===== config.mk =====
export PLATFORM = sky130hd
export DESIGN_NAME = pwm_multi
export DESIGN_NICKNAME = d
export VERILOG_FILES = /design/src/rtl/pwm_multi.sv
export SDC_FILE = /design/constraint.sdc
export NUM_CORES = 1
export LEC_CHECK = 0
export CELL_PAD_IN_SITES_DETAIL_PLACEMENT = 1
export CELL_PAD_IN_SITES_GLOBAL_PLACEMENT = 1
export CORE_MARGIN = 5
export CORE_UTILIZATION = 53
export DETAILED_ROUTE_END_ITERATION = 7
export GPL_TIMING_DRIVEN = 0
export PLACE_DENSITY_LB_ADDON = 0.1
export SLEW_MARGIN = 20
export SYNTH_ARGS = -nofsm -noshare
export SYNTH_HDL_FRONTEND = slang
export SYNTH_SLANG_ARGS = --single-unit

===== constraint.sdc =====
create_clock -name clk -period 12.44 [get_ports clk]
set_input_delay 2.488 -clock clk [delete_from_list [all_inputs] [get_ports clk]]
set_output_delay 2.488 -clock clk [all_outputs]
set_load 0.1 [all_outputs]

===== src/rtl/pwm_multi.sv =====
// pwm_multi: multi-channel left-aligned PWM generator with one shared period
// counter and a shadow/active duty register pair per channel. A new command
// written to the shadow register is copied to the active register at a
// period boundary.
// Optional feature macro: PWM_SLEW_EN. When it is defined, each transfer moves
// the active duty at most SLEW_STEP toward the shadow duty. This gives a soft
// start after every arm.
module pwm_multi #(
  parameter int RPM_W     = 7,
  parameter int NCH       = 4,
  parameter int SLEW_STEP = 1,
  localparam int CHW      = (NCH > 1) ? $clog2(NCH) : 1
) (
  input  logic             clk,
  input  logic             resetn,
  input  logic             arm,
  input  logic             set,
  input  logic [CHW-1:0]   set_ch,
  input  logic [RPM_W-1:0] mot_rpm,
  output logic [NCH-1:0]   mot_pwm,
  output logic             period_start,
  output logic             set_err,
  output logic [NCH-1:0]   ramp_busy
);

  localparam int FULL = 1 << RPM_W;
`ifdef PWM_SLEW_EN
  localparam int STEP_EFF = SLEW_STEP;
`else
  // The step is never smaller than the full duty span, so one transfer always
  // lands exactly on the shadow value.
  localparam int STEP_EFF = (SLEW_STEP > FULL) ? SLEW_STEP : FULL;
`endif
  localparam logic [RPM_W:0]   STEP_L = (RPM_W+1)'((STEP_EFF > FULL) ? FULL : STEP_EFF);
  localparam logic [RPM_W-1:0] P_MAX  = {RPM_W{1'b1}};
  localparam logic [RPM_W-1:0] P_ZERO = {RPM_W{1'b0}};
  localparam logic [RPM_W-1:0] P_ONE  = RPM_W'(1);
  localparam logic [CHW:0]     NCH_L  = (CHW+1)'(NCH);

  // Duty applied at a transfer. It steps toward the shadow value by at most
  // STEP_L. The arithmetic is one bit wider and saturates, so it never wraps.
  function automatic logic [RPM_W-1:0] next_duty(input logic [RPM_W-1:0] act,
                                                 input logic [RPM_W-1:0] shd);
    logic [RPM_W:0] a_w;
    logic [RPM_W:0] s_w;
    logic [RPM_W:0] diff_w;
    logic [RPM_W:0] step_w;
    logic [RPM_W:0] res_w;
    a_w = {1'b0, act};
    s_w = {1'b0, shd};
    if (s_w > a_w) begin
      diff_w = s_w - a_w;
      step_w = (diff_w > STEP_L) ? STEP_L : diff_w;
      res_w  = a_w + step_w;
    end else if (s_w < a_w) begin
      diff_w = a_w - s_w;
      step_w = (diff_w > STEP_L) ? STEP_L : diff_w;
      res_w  = a_w - step_w;
    end else begin
      diff_w = {(RPM_W+1){1'b0}};
      step_w = {(RPM_W+1){1'b0}};
      res_w  = a_w;
    end
    if (res_w[RPM_W]) begin
      return P_MAX;
    end else begin
      return res_w[RPM_W-1:0];
    end
  endfunction

  logic [RPM_W-1:0]          p_q, p_d;
  logic                      armed_q, armed_d;
  logic [NCH-1:0][RPM_W-1:0] shadow_q, shadow_d;
  logic [NCH-1:0][RPM_W-1:0] active_q, active_d;
  logic [NCH-1:0]            pwm_q, pwm_d;
  logic [NCH-1:0]            busy_q, busy_d;
  logic                      ps_q, ps_d;
  logic                      err_q, err_d;
  logic                      wrap_s, xfer_s, set_ok_s;

  // Next-state logic: phase counter, shadow loads, period transfer, outputs.
  always_comb begin
    wrap_s   = armed_q & (p_q == P_MAX);
    // The first armed edge and every wrap edge both begin phase 0.
    xfer_s   = arm & (~armed_q | wrap_s);
    set_ok_s = set & ({1'b0, set_ch} < NCH_L);
    armed_d  = arm;
    err_d    = set & ~set_ok_s;

    if (!arm) begin
      p_d = P_ZERO;
    end else if (!armed_q) begin
      p_d = P_ZERO;
    end else begin
      p_d = p_q + P_ONE;
    end

    ps_d = arm & (p_d == P_ZERO);

    for (int i = 0; i < NCH; i++) begin
      if (set_ok_s && (set_ch == CHW'(i))) begin
        shadow_d[i] = mot_rpm;
      end else begin
        shadow_d[i] = shadow_q[i];
      end

      // The transfer reads the old shadow value, so a set on a boundary edge
      // takes effect one period later.
      if (!arm) begin
        active_d[i] = P_ZERO;
      end else if (xfer_s) begin
        active_d[i] = next_duty(active_q[i], shadow_q[i]);
      end else begin
        active_d[i] = active_q[i];
      end

      pwm_d[i]  = arm & (p_d < active_d[i]);
      busy_d[i] = (active_d[i] != shadow_d[i]);
    end
  end

  // State and registered outputs. The asynchronous reset clears everything at once.
  always_ff @(posedge clk or negedge resetn) begin
    if (!resetn) begin
      p_q      <= P_ZERO;
      armed_q  <= 1'b0;
      shadow_q <= {NCH{P_ZERO}};
      active_q <= {NCH{P_ZERO}};
      pwm_q    <= {NCH{1'b0}};
      busy_q   <= {NCH{1'b0}};
      ps_q     <= 1'b0;
      err_q    <= 1'b0;
    end else begin
      p_q      <= p_d;
      armed_q  <= armed_d;
      shadow_q <= shadow_d;
      active_q <= active_d;
      pwm_q    <= pwm_d;
      busy_q   <= busy_d;
      ps_q     <= ps_d;
      err_q    <= err_d;
    end
  end

  assign mot_pwm      = pwm_q;
  assign ramp_busy    = busy_q;
  assign period_start = ps_q;
  assign set_err      = err_q;

endmodule


==> metrics.txt <==
area grow syn2layout=8.507%; final setup vio count=0; asr flop ratio synth=1.000; cell count after synthesis=1,305; Worst Skew=0.008870 ns; slew margin rel.=0.2455; Fillers=2,469; #FFs+latches synth=73; largest net degree at the start of global routing=58; outcome=finished, final reports clean; Mapped Area=just over 0.01 sq mm; most common cell after layout, fill and taps aside=ha_1; CP Data Required Time=12.61 ns; RSZ-0062 raised after global routing=no; Final ANT Viol Nets=0; clk slew on worst S/H paths=about 0.06 ns; row count=51; die height=about 150 um; vias=10.43k; worst-path maximum fanout=7; Slowest-stage cell, CP=o41ai_1; R2R depth=23; Worst Tran Pin Value=1.118 ns; worst hold stages=1; HP Class=flop to flop; Post-synth top flop=dfrtp_1; Slew Viols, Final=0; root buf cell=clkbuf_16; vias in the first global route=around 11k; share of layout cells above drive strength 1=0.06106; syn nets=1,463; critical path arrival=around 7 ns; Synth cell types=83; Resized cells post-CTS=0; Yosys warning total=0; clk sinks=73; routed length per instance=22.35 um; Via density=6.488; final-report hold violation count=0; DP Area=0.01086 sq mm; dpl hpwl=28,250 um; GR Overflow Total=0; Avg Synthesized Cell Area=about 8 sq um; fin area=0.01117 sq mm; clk_lat worst skew=0.35 ns; DR DRC count=0; cts hold-fix bufs=0; post-synthesis sequential area ratio=0.1774; total track usage=0.3236; worst reg2reg path startpoint=active_q[21]$_DFF_PN0_; IO Pins=23; leading cell types in the layout, fill and taps excluded=ha_1, inv_1, nor2_1, o21ai_0, a21oi_1; setup TNS=0 ns; placed cells=1,592; initial antenna violation count=0; Fmax=roughly 0.15 GHz; Die X=149.4 um; EDFF count, synth=0; critical path startpoint category=flop; FF-to-FF setup slack=5.75 ns; reg2reg end=mot_pwm[3]$_DFF_PN0_; min cycle time layout=between 6 and 7 ns; Final Non-Filler Cells=1,608; Clock H-tree levels=3; CP peak stage delay=0.88 ns; Setup crit end kind=flop; Die ar.=around 0.022 sq mm; clock tree buffer depth=2; routability cong.=~0.93; worst min-delay path startpoint=shadow_q[11]$_DFF_PN0_; final net count=~1.5k; first-pass GRT wire length=57,660 um; CTS Buf Count=9; fin crit share=0.5375; setup bufs post-CTS=0; TritonCTS clock tree=done; Hold Path End=shadow_q[11]$_DFF_PN0_; Pre-antenna DRT Iters=6; Initial Utilization=0.5342; Core ar.=between 0.015 and 0.02 sq mm; Iter 0 DRT Violations=roughly 700; Max Cap Viol=0; input/output buffers=21; WS Path Type=flop to flop; DRT Wirelength=35,930 um; Ant. Diodes=0; crit path cell chain=inv_1, ha_1, inv_1, fa_1, a211oi_1, or4_1, nand4_1, o41ai_1, nand2_1, ha_1, a21oi_1, o211ai_1, o211ai_1, a21o_1, and4_1, a2111oi_0, o21bai_1, inv_1, ha_1, and4_1, o21ai_0, a21oi_1, a2111oi_0
-- worst max-delay path by stage --
stage,from,end,slack [ns],depth (start not counted)
final,active_q[21]$_DFF_PN0_,mot_pwm[3]$_DFF_PN0_,5.75,23
after global routing,active_q[4]$_DFF_PN0_,mot_pwm[0]$_DFF_PN0_,5.31,24
after CTS,active_q[7]$_DFF_PN0_,mot_pwm[1]$_DFF_PN0_,5.83,23
after detailed placement,active_q[7]$_DFF_PN0_,mot_pwm[1]$_DFF_PN0_,5.88,23
after global placement,arm,mot_pwm[3]$_DFF_PN0_,5.98,13
after floorplan,active_q[0]$_DFF_PN0_,mot_pwm[0]$_DFF_PN0_,7.12,24
-- sequential cells by signal, summed over array words and instances (netlist names) --
register      count
p_q               7
period_start      1
armed_q           1
mot_pwm           4
active_q         28
ramp_busy         4
shadow_q         28
-- cell usage after synthesis, types with 7 or more instances --
master | number | area share
ha_1 | 129 | 0.16
nand3b_1 | 9 | 0.0066
o21a_1 | 18 | 0.013
o211ai_1 | 24 | 0.018
nor2_1 | 108 | 0.039
and2_1 | 7 | 0.0043
nand4_1 | 19 | 0.012
dfrtp_1 | 73 | 0.18
fa_1 | 16 | 0.031
mux2i_1 | 11 | 0.011
a211oi_1 | 33 | 0.024
or3_1 | 21 | 0.013
xor2_1 | 26 | 0.022
clkbuf_1 | 34 | 0.012
o21bai_1 | 8 | 0.0058
o21ai_0 | 87 | 0.042
a31oi_1 | 15 | 0.0091
o311ai_0 | 9 | 0.0077
nand2b_1 | 20 | 0.012
nor3b_1 | 9 | 0.0066
xnor2_1 | 45 | 0.038
o41ai_1 | 7 | 0.0060
nor4_1 | 7 | 0.0043
or4_1 | 7 | 0.0051
o31ai_1 | 11 | 0.0080
or2_2 | 10 | 0.0061
mux2_2 | 26 | 0.028
a21oi_1 | 82 | 0.040
a21o_1 | 20 | 0.015
and3_1 | 15 | 0.0091
nor2b_1 | 22 | 0.013
nor3_1 | 43 | 0.021
nand3_1 | 23 | 0.011
inv_1 | 116 | 0.042
nand2_1 | 81 | 0.030
-- cells by family after synthesis --
family,synth area share
other,0.0003643
AND/OR/NAND/NOR,0.2092
adder cells (fa/ha/maj),0.1879
flip-flops,0.1774
buffers and inverters,0.06053
XOR/XNOR,0.06198
multiplexers,0.03914
AO/OA/AOI/OAI,0.2635
-- critical path, delay by kind of cell, from the launching register on --
| family | cells | cell delay (ns) |
|---|---|---|
| and+or+nand+nor | 5 | 0.94 |
| buffers and inverters | 3 | 0.36 |
| DFF | 1 | 0.48 |
| AOI/OAI and AO/OA | 11 | 3.38 |
| adders and majority gates | 4 | 1.36 |
-- per-layer routing --
metal / global-route usage / wire, um
met1: 0.4166 / 15590
met4: 0.1400 / 1583
met5: 0 / 0
met3: 0.02492 / 1296
met2: 0.5579 / 17470
-- cell type report --
| cell class | instances | area [sq um] | share of cell area |
|---|---|---|---|
| buffer | 44 | 183.9 | 0.01647 |
| clock buffer | 9 | 225.2 | 0.02016 |
| clock inverter | 7 | 83.83 | 0.007504 |
| inverter | 117 | 439.2 | 0.03931 |
| multi-input combinational | 1071 | 7845 | 0.7023 |
| sequential | 73 | 1827 | 0.1635 |
| tap | 265 | 331.6 | 0.02968 |
| timing repair buffer | 22 | 235.2 | 0.02106 |
-- metrics by stage --
step	hold WS, ns	utilization	worst slack (ns)
after global placement	0.5692	0.5623	5.978
after global routing	0.6234	0.5797	5.308
after floorplan	0.5007	-	7.121
final	0.5985	0.5797	5.754
after detailed placement	0.5749	0.5636	5.884
after CTS	0.5964	0.5797	5.827
Power is left out: the tool's default activity adds up to more than one toggle a clock period on the data nets, which glitch-free logic cannot reach.
